File: config.mk
export PLATFORM = sky130hd
export DESIGN_NAME = audio_level_meter
export DESIGN_NICKNAME = d
export VERILOG_FILES = /design/src/rtl/audio_pkg.sv /design/src/rtl/level_encoder.sv /design/src/rtl/audio_level_meter.sv
export SDC_FILE = /design/constraint.sdc
export NUM_CORES = 1
export LEC_CHECK = 0
export CAP_MARGIN = 20
export CORE_AREA = 2 2 71 100
export CTS_CLUSTER_SIZE = 10
export DETAILED_ROUTE_END_ITERATION = 10
export DIE_AREA = 0 0 73 102
export GPL_ROUTABILITY_DRIVEN = 0
export PLACE_DENSITY = 0.78
export SLEW_MARGIN = 15
export SYNTH_ARGS = -nofsm -noshare
export SYNTH_HDL_FRONTEND = slang
export SYNTH_HIERARCHICAL = 1
export SYNTH_SLANG_ARGS = --single-unit
export TNS_END_PERCENT = 50
File: constraint.sdc
create_clock -name clk -period 6.4 [get_ports clk]
set_input_delay 1.28 -clock clk [delete_from_list [all_inputs] [get_ports clk]]
set_output_delay 1.28 -clock clk [all_outputs]
set_load 0.1 [all_outputs]
File: src/rtl/audio_pkg.sv
// Shared constants for the audio level meter.
// Default tuning, level geometry and FSM state codes.
package audio_pkg;

  localparam int MIDPOINT_DEF    = 2048;
  localparam int WINDOW_DEF      = 4000;
  localparam int THRESH_STEP_DEF = 224;

  localparam int LEVELS = 9;
  localparam int LVL_W  = 4;

  localparam logic [0:0] ST_ACCUM  = 1'b0;
  localparam logic [0:0] ST_UPDATE = 1'b1;

  typedef logic [LVL_W-1:0]  level_t;
  typedef logic [LEVELS-1:0] bar_t;

endpackage

File: src/rtl/level_encoder.sv
// Peak-to-level comparator chain with decay and thermometer bar.
// Purely combinational; the top registers its outputs.
module level_encoder
  import audio_pkg::*;
#(
  parameter int MAG_W       = 11,
  parameter int THRESH_STEP = THRESH_STEP_DEF
) (
  input  logic [MAG_W-1:0] peak,
  input  logic [LVL_W-1:0] cur_level,
  output logic [LVL_W-1:0] next_level,
  output logic [LEVELS-1:0] bar
);

  logic [LVL_W-1:0] raw_level;

  always_comb begin
    raw_level = '0;
    for (int k = 1; k <= LEVELS; k++) begin
      if (32'(peak) >= k * THRESH_STEP)
        raw_level = raw_level + 4'd1;
    end
  end

  // Rise instantly, fall one step per window.
  always_comb begin
    next_level = raw_level;
    if (raw_level < cur_level)
      next_level = cur_level - 4'd1;
  end

  always_comb begin
    bar = '0;
    for (int i = 0; i < LEVELS; i++)
      bar[i] = (next_level > LVL_W'(i));
  end

endmodule

File: src/rtl/audio_level_meter.sv
// Windowed peak meter driving a 9-segment LED bar.
// Tracks |sample-mid| peak per window, then publishes a decaying level.
module audio_level_meter
  import audio_pkg::*;
#(
  parameter int SAMPLE_W    = 12,
  parameter int MIDPOINT    = MIDPOINT_DEF,
  parameter int WINDOW      = WINDOW_DEF,
  parameter int THRESH_STEP = THRESH_STEP_DEF
) (
  input  logic                clk,
  input  logic                rst_n,
  input  logic                sample_valid,
  input  logic [SAMPLE_W-1:0] sample,
  output logic [8:0]          led_audio_out,
  output logic [3:0]          level,
  output logic                level_valid
);

  localparam int CNT_W = $clog2(WINDOW);
  localparam int MAG_W = SAMPLE_W - 1;

  localparam logic [SAMPLE_W-1:0] MID_C = SAMPLE_W'(MIDPOINT);
  localparam logic [SAMPLE_W-1:0] MAG_MAX = {1'b0, {MAG_W{1'b1}}};
  localparam logic [CNT_W-1:0] CNT_LAST = CNT_W'(WINDOW - 1);

  logic [0:0]          state;
  logic [CNT_W-1:0]    sample_cnt;
  logic [MAG_W-1:0]    peak;
  logic [MAG_W-1:0]    peak_nxt;
  logic [SAMPLE_W-1:0] diff;
  logic [MAG_W-1:0]    mag;
  logic [LVL_W-1:0]    next_level;
  logic [LEVELS-1:0]   next_bar;

  always_comb begin
    diff = '0;
    if (sample >= MID_C)
      diff = sample - MID_C;
    else
      diff = MID_C - sample;
    mag = (diff > MAG_MAX) ? MAG_MAX[MAG_W-1:0] : diff[MAG_W-1:0];
  end

  assign peak_nxt = (mag > peak) ? mag : peak;

  level_encoder #(
    .MAG_W      (MAG_W),
    .THRESH_STEP(THRESH_STEP)
  ) u_enc (
    .peak      (peak),
    .cur_level (level),
    .next_level(next_level),
    .bar       (next_bar)
  );

  always_ff @(posedge clk or negedge rst_n) begin
    if (!rst_n) begin
      state         <= ST_ACCUM;
      sample_cnt    <= '0;
      peak          <= '0;
      level         <= '0;
      led_audio_out <= '0;
      level_valid   <= 1'b0;
    end else begin
      level_valid <= 1'b0;
      unique case (1'b1)
        (state == ST_ACCUM): begin
          if (sample_valid) begin
            peak <= peak_nxt;
            if (sample_cnt == CNT_LAST) begin
              sample_cnt <= '0;
              state      <= ST_UPDATE;
            end else begin
              sample_cnt <= sample_cnt + CNT_W'(1);
            end
          end
        end
        (state == ST_UPDATE): begin
          level         <= next_level;
          led_audio_out <= next_bar;
          level_valid   <= 1'b1;
          state         <= ST_ACCUM;
          // A strobe here opens the next window.
          if (sample_valid) begin
            sample_cnt <= CNT_W'(1);
            peak       <= mag;
          end else begin
            sample_cnt <= '0;
            peak       <= '0;
          end
        end
        default: state <= ST_ACCUM;
      endcase
    end
  end

endmodule

; ---- After elaboration in Yosys (flattened, before gate mapping)
; Cells that the tools add are included.
[word_totals]
regBits = 38
inputBits = 15
[op_classes]
add_sub_neg = 12
magnitude_cmp = 22
eq_ne = 3
mux = 24
n_bitwise = 1
reduce_logical = 1
[ops]
columns = cell, n
row1 = $ge 11x11->1 const B, 5
row2 = $mux 11, 4
row3 = $mux 12, 3
row4 = $mux 4, 9
row5 = $add 4x1->4 const B, 7
row6 = $pmux 12 s2, 1
row7 = $ge 11x10->1 const B, 2
row8 = $pmux 11 s2, 1
row9 = $gt 4x3->1 const B, 4
row10 = $add 12x1->12 const B, 1
row11 = $eq 12x12->1 const B, 1
row12 = $ge 12x12->1 const B, 1
row13 = $gt 12x11->1 const B, 1
row14 = $sub 12x12->12 const A, 1
row15 = $sub 12x12->12 const B, 1
row16 = $ge 11x8->1 const B, 1
row17 = $ge 11x9->1 const B, 1
row18 = $gt 11x11->1, 1
row19 = $gt 4x1->1 const B, 2
row20 = $gt 4x2->1 const B, 2
row21 = $mux 1, 6
row22 = $gt 4x4->1 const B, 1
row23 = $lt 4x4->1, 1
row24 = $ne 2x2->1 const B, 2
row25 = other kinds (4), 4

; ---- Logic depth before layout (Yosys ltp)
[logic_depth]
ltp_word = 21
ltp_mapped = 34
ltp_nobuf = 33

; ---- Hierarchy
; The synthesis kept the hierarchy.
[by_module_without_submodules]
columns = module, instances, cells_per_inst, area_per_inst_um2, seq_area_each_um2
row1 = audio_level_meter, 1, 220, 2159.6, 950.9
row2 = level_encoder, 1, 147, 1034.7, 0.0

; ---- Least setup slack after synthesis
; OpenSTA, ideal clock, no wires.
[synth_path]
path_kind = register to register
start = reg peak[9]
end = reg led_audio_out[0]
t_arrival_ns = 6.813
required_time_ns = 6.275
path_slack_ns = -0.539
stages_incl_launch_ff = 34
path_buffers = 3
period_less_slack_ns = 6.939
path_cell_list = dfrtp_1 -> buf_2 -> clkbuf_1 -> nor4_1 -> ha_1 -> clkbuf_1 -> xor2_1 -> ha_1 -> nand2b_1 -> nand2_1 -> ha_1 -> nor2_1 -> a31oi_1 -> ha_1 -> mux2i_1 -> a31oi_1 -> ha_1 -> mux2_2 -> ha_1 -> nor2_1 -> nor3_1 -> ha_1 -> nand2_1 -> xor2_1 -> nor2_1 -> xnor2_1 -> ha_1 -> a21o_1 -> a21oi_1 -> nor2b_1 -> mux2_2 -> nor2_1 -> nand2_1 -> mux2_2
[synth_via]
elab_chain_cells = 21
elab_cells_between_ends = 29
classes_between = add/sub (8) / order compare (11) / mux (10)
[synth_lines]
columns = element, line
row1 = from (decl), audio_level_meter.sv:29  ; logic [MAG_W-1:0] peak;
row2 = from (signal assigned), audio_level_meter.sv:70  ; peak <= peak_nxt;
row3 = from (signal assigned), audio_level_meter.sv:87  ; peak <= mag;
row4 = $ge 11x8->1, level_encoder.sv:20  ; if (32'(peak) >= k * THRESH_STEP)
row5 = $mux 1, level_encoder.sv:20
row6 = $add 1x1->2, level_encoder.sv:21  ; raw_level = raw_level + 4'd1;
row7 = $mux 4, level_encoder.sv:20
row8 = $add 4x1->4, level_encoder.sv:21
row9 = $mux 4, level_encoder.sv:20
row10 = $add 4x1->4, level_encoder.sv:21
row11 = $mux 4, level_encoder.sv:20
row12 = (+7 left out), --
row13 = $mux 4, level_encoder.sv:20
row14 = $add 4x1->4, level_encoder.sv:21
row15 = $mux 4 *, level_encoder.sv:20
row16 = $lt 4x4->1, level_encoder.sv:28  ; if (raw_level < cur_level)
row17 = $mux 4 *, level_encoder.sv:28
row18 = via next_level[2], audio_level_meter.sv:33  ; logic [LVL_W-1:0] next_level;
row19 = $gt 4x1->1 *, level_encoder.sv:35  ; bar[i] = (next_level > LVL_W'(i));
row20 = via next_bar[0], audio_level_meter.sv:34  ; logic [LEVELS-1:0] next_bar;
row21 = to (signal assigned), audio_level_meter.sv:81  ; led_audio_out <= next_bar;
row22 = to (decl), audio_level_meter.sv:15  ; output logic [8:0] led_audio_out,
; Mark *: on every way through the listed nets, which the timed path passes. The rest lies on a longest branch.
; A chain may end at the register's enable or synchronous reset.

; ---- Worst setup path in the final report
[layout_path]
start = reg peak[7]
end = reg led_audio_out[2]
[layout_via]
elab_chain_cells = 21
elab_cells_between_ends = 29
classes_between = add/sub (8) / order compare (11) / mux (10)
[layout_lines]
columns = element, line
row1 = $ge 11x8->1, level_encoder.sv:20
row2 = $mux 1, level_encoder.sv:20
row3 = $add 1x1->2, level_encoder.sv:21
row4 = $mux 4, level_encoder.sv:20
row5 = $add 4x1->4, level_encoder.sv:21
row6 = $mux 4, level_encoder.sv:20
row7 = $add 4x1->4, level_encoder.sv:21
row8 = $mux 4, level_encoder.sv:20
row9 = (+7 left out), --
row10 = $mux 4, level_encoder.sv:20
row11 = $add 4x1->4, level_encoder.sv:21
row12 = $mux 4 *, level_encoder.sv:20
row13 = $lt 4x4->1, level_encoder.sv:28
row14 = $mux 4 *, level_encoder.sv:28
row15 = via next_level[2], audio_level_meter.sv:33
row16 = $gt 4x2->1 *, level_encoder.sv:35
row17 = via next_bar[2], audio_level_meter.sv:34
; Marks and branches as above.

==> run_results.csv <==
group,metric,value,unit
drt,drtAntennaViolNets,0,
die,die_h,102,microns
cts,clk_pin_slew,0.09,ns
layout,layout-drive-gt1-share,20.3,%
layout,regArea,951,sq um
cts,insertion_delay,0.30,ns
die,dieArea,0.00745,sq mm
cts,cts_tree,"done",
place,hpwlAfterDp,5.28,mm
setup_path,critPathArrivalTime,6.49,ns
setup_path,cp_max_fo,8,
global_routing,track_usage,19.9,%
place,io_buffers,28,
global_routing,antenna_found_initial,0,
cts,hold_buffers,0,
layout,fin_nets,452,
setup_path,crit_top_cell,"ha_4",
die,start_util,49.0,%
logic_synthesis,synth_top_area_share,29.8,%
layout,multi_input_area,0.00224,sq mm
setup_path,required,6.59,ns
global_routing,grt_first_pass_wirelength,12.0,mm
timing,finalHoldViolCount,0,
logic_synthesis,synth_warnings,6,
timing,skew,0.0164,ns
timing,setup_viol_count_final,0,
timing,max_slew_margin,34.8,%
cts,cts.sinks,38,
logic_synthesis,async_reset_ff_share,100,%
global_routing,overflow,0,
drt,wl_per_cell,15.0,microns
setup_path,timing.setup.critical_path_class,"flop to flop",
cts,clockBufferDepth,2,
job,maxCapViolations,0,
logic_synthesis,syn_area,0.00319,sq mm
drt,first_pass_iters,4,
logic_synthesis,synthTopCellsByArea,"dfrtp_1 30%, ha_1 9.8%, mux2_2 5.6%, xnor2_1 4.4%, nand2_1 4.2%",
layout,antenna_cells,0,
logic_synthesis,yosysSeqAreaShare,29.8,%
run_status,outcome,"completed",
timing,period_share,98.4,%
drt,via_count,2858,
logic_synthesis,syn_inst,367,
place,pre_cts_slack,-0.0891,ns
setup_path,worst_setup_path_start_kind,"flop",
logic_synthesis,synth_nets,407,
layout,area_growth,25.0,%
min_path,holdCritPathClass,"flop to flop",
timing,grt_setup_unrepaired,"yes",
setup_path,cp-end-kind,"flop",
drt,routed_via_density,5.87,
logic_synthesis,avgSynthCellArea,8.70,sq um
logic_synthesis,yosys_register_bits,38,
cts,cts_root_buf,"clkbuf_8",
drt,drc,0,
setup_path,slowest_stage,"dfrtp_1",
timing,worst_slack,0.105,ns
cts,cts_made_buffers,5,
timing,post-route-min-period,6.29,ns
timing,tightest_slew,0.974,ns
logic_synthesis,synth_edf_count,0,
drt,drt_iter0_markers,146,
global_routing,grt_max_degree,39,
logic_synthesis,synth_cell_types,56,
drt,drt_wl_total,7.29,mm
die,rows,35,
layout,n_fill_cell,541,
logic_synthesis,synth_flop_cell,"dfrtp_1",
die,fp.dieW,73,microns
timing,slew_violations,0,
logic_synthesis,yosysTopAreaCell,"dfrtp_1",
cts,cts_max_level,2,
global_routing,grt_pass1_vias,2764,
die,coreArea,0.00653,sq mm
die,io_pins,29,
timing,max_freq,159,MHz
setup_path,max_stage_delay,0.40,ns
[critical path: cells and delay by family, from the launching register on]
family,cells,cell delay (ns)
xor+xnor,3,0.53
compound gates,5,0.71
simple gates,11,1.19
flops,1,0.40
buf+inv,1,0.16
mux,4,1.10
fa+ha+maj,8,2.11
[final cells by class]
type,count,share of cell area [%]
Multi-Input combinational cell,285,56.1
Clock buffer,5,1.72
Inverter,28,2.63
Timing Repair Buffer,54,11.7
Tap cell,74,2.32
Clock inverter,3,1.72
Sequential cell,38,23.8
[cells by family after synthesis]
group | after synthesis | synth area share (%)
multiplexers | 23 | 7.99
AO/OA/AOI/OAI | 74 | 16.5
XOR/XNOR | 29 | 8.85
flip-flops | 38 | 29.8
AND/OR/NAND/NOR | 134 | 21.7
buffers and inverters | 44 | 5.33
adder cells (fa/ha/maj) | 25 | 9.79
[per-stage QoR]
step | utilization (%) | TNS [ns] | cell area (sq um) | hold WS (ns) | instances
final | 61.2 | 0 | 3990 | 0.493 | 487
after global routing | 61.2 | -2.01 | 3990 | 0.519 | 487
after CTS | 59.3 | 0 | 3870 | 0.498 | 481
after detailed placement | 56.4 | -0.451 | 3680 | 0.483 | 468
after global placement | 56.3 | 0 | 3680 | 0.474 | 467
after floorplan | - | 0 | 3290 | 0.436 | 367
[path summary, 6_finish.rpt]
kind	start	to	slack (ns)	depth (start not counted)
setup / recovery	peak[7]$_DFFE_PN0P_	led_audio_out[2]$_DFFE_PN0P_	0.11	32
hold / removal	peak[1]$_DFFE_PN0P_	peak[1]$_DFFE_PN0P_	0.49	1
setup reg to reg	peak[7]$_DFFE_PN0P_	led_audio_out[2]$_DFFE_PN0P_	0.11	32
hold reg to reg	peak[1]$_DFFE_PN0P_	peak[1]$_DFFE_PN0P_	0.49	1
max in group asynchronous	rst_n	peak[2]$_DFFE_PN0P_	4.79	1
min in group asynchronous	rst_n	sample_cnt[0]$_DFFE_PN0P_	1.07	1
[Yosys cell counts, drive strengths merged, types with 2 or more instances]
cell type	instances
or3	5
a31oi	8
and3	3
nor2b	3
nor4b	2
nor3	11
and2	2
a32o	10
a311o	2
xor2	11
nand3	18
o211ai	5
inv	28
mux2i	6
mux2	17
o21ai	14
nand3b	3
ha	25
nand4	9
nor2	28
a21oi	19
nand2	36
xnor2	16
clkbuf	10
nor4	6
nand2b	3
o21a	4
xnor3	2
dfrtp	38
buf	6
or4	2
[routing by layer]
layer | GRT usage, % | part of all wire, %
met2 | 37.3 | 54
met3 | 2.47 | 2.3
met1 | 23.2 | 42
met4 | 5.70 | 2.0
met5 | 0 | 0
[flip-flops by register name, summed over array words and instances (netlist names)]
name           flops
led_audio_out      9
peak              11
sample_cnt        12
level              4
state              1
level_valid        1
[placed cells by master, fill, tap and decap left out, types with 13 or more instances in the layout]
cell type	instances
mux2_2	14
xnor2_1	16
nor2_1	24
inv_1	28
nand3_1	17
nand2_1	34
ha_1	20
dfrtp_1	38
a21oi_1	17
clkdlybuf4s50_1	27
o21ai_0	13
buf_4	25
[repair_timing]
| item | CTS | global route |
|---|---|---|
| setup buffers | 5 | 6 |
| pin swaps | 4 | 11 |
| hold endpoints to repair | 0 | 0 |
| resized for setup | 1 | 15 |
| endpoints found under the setup margin | 8 | 13 |
Power is left out: the tool's default activity adds up to more than one toggle a clock period on the data nets, which glitch-free logic cannot reach.
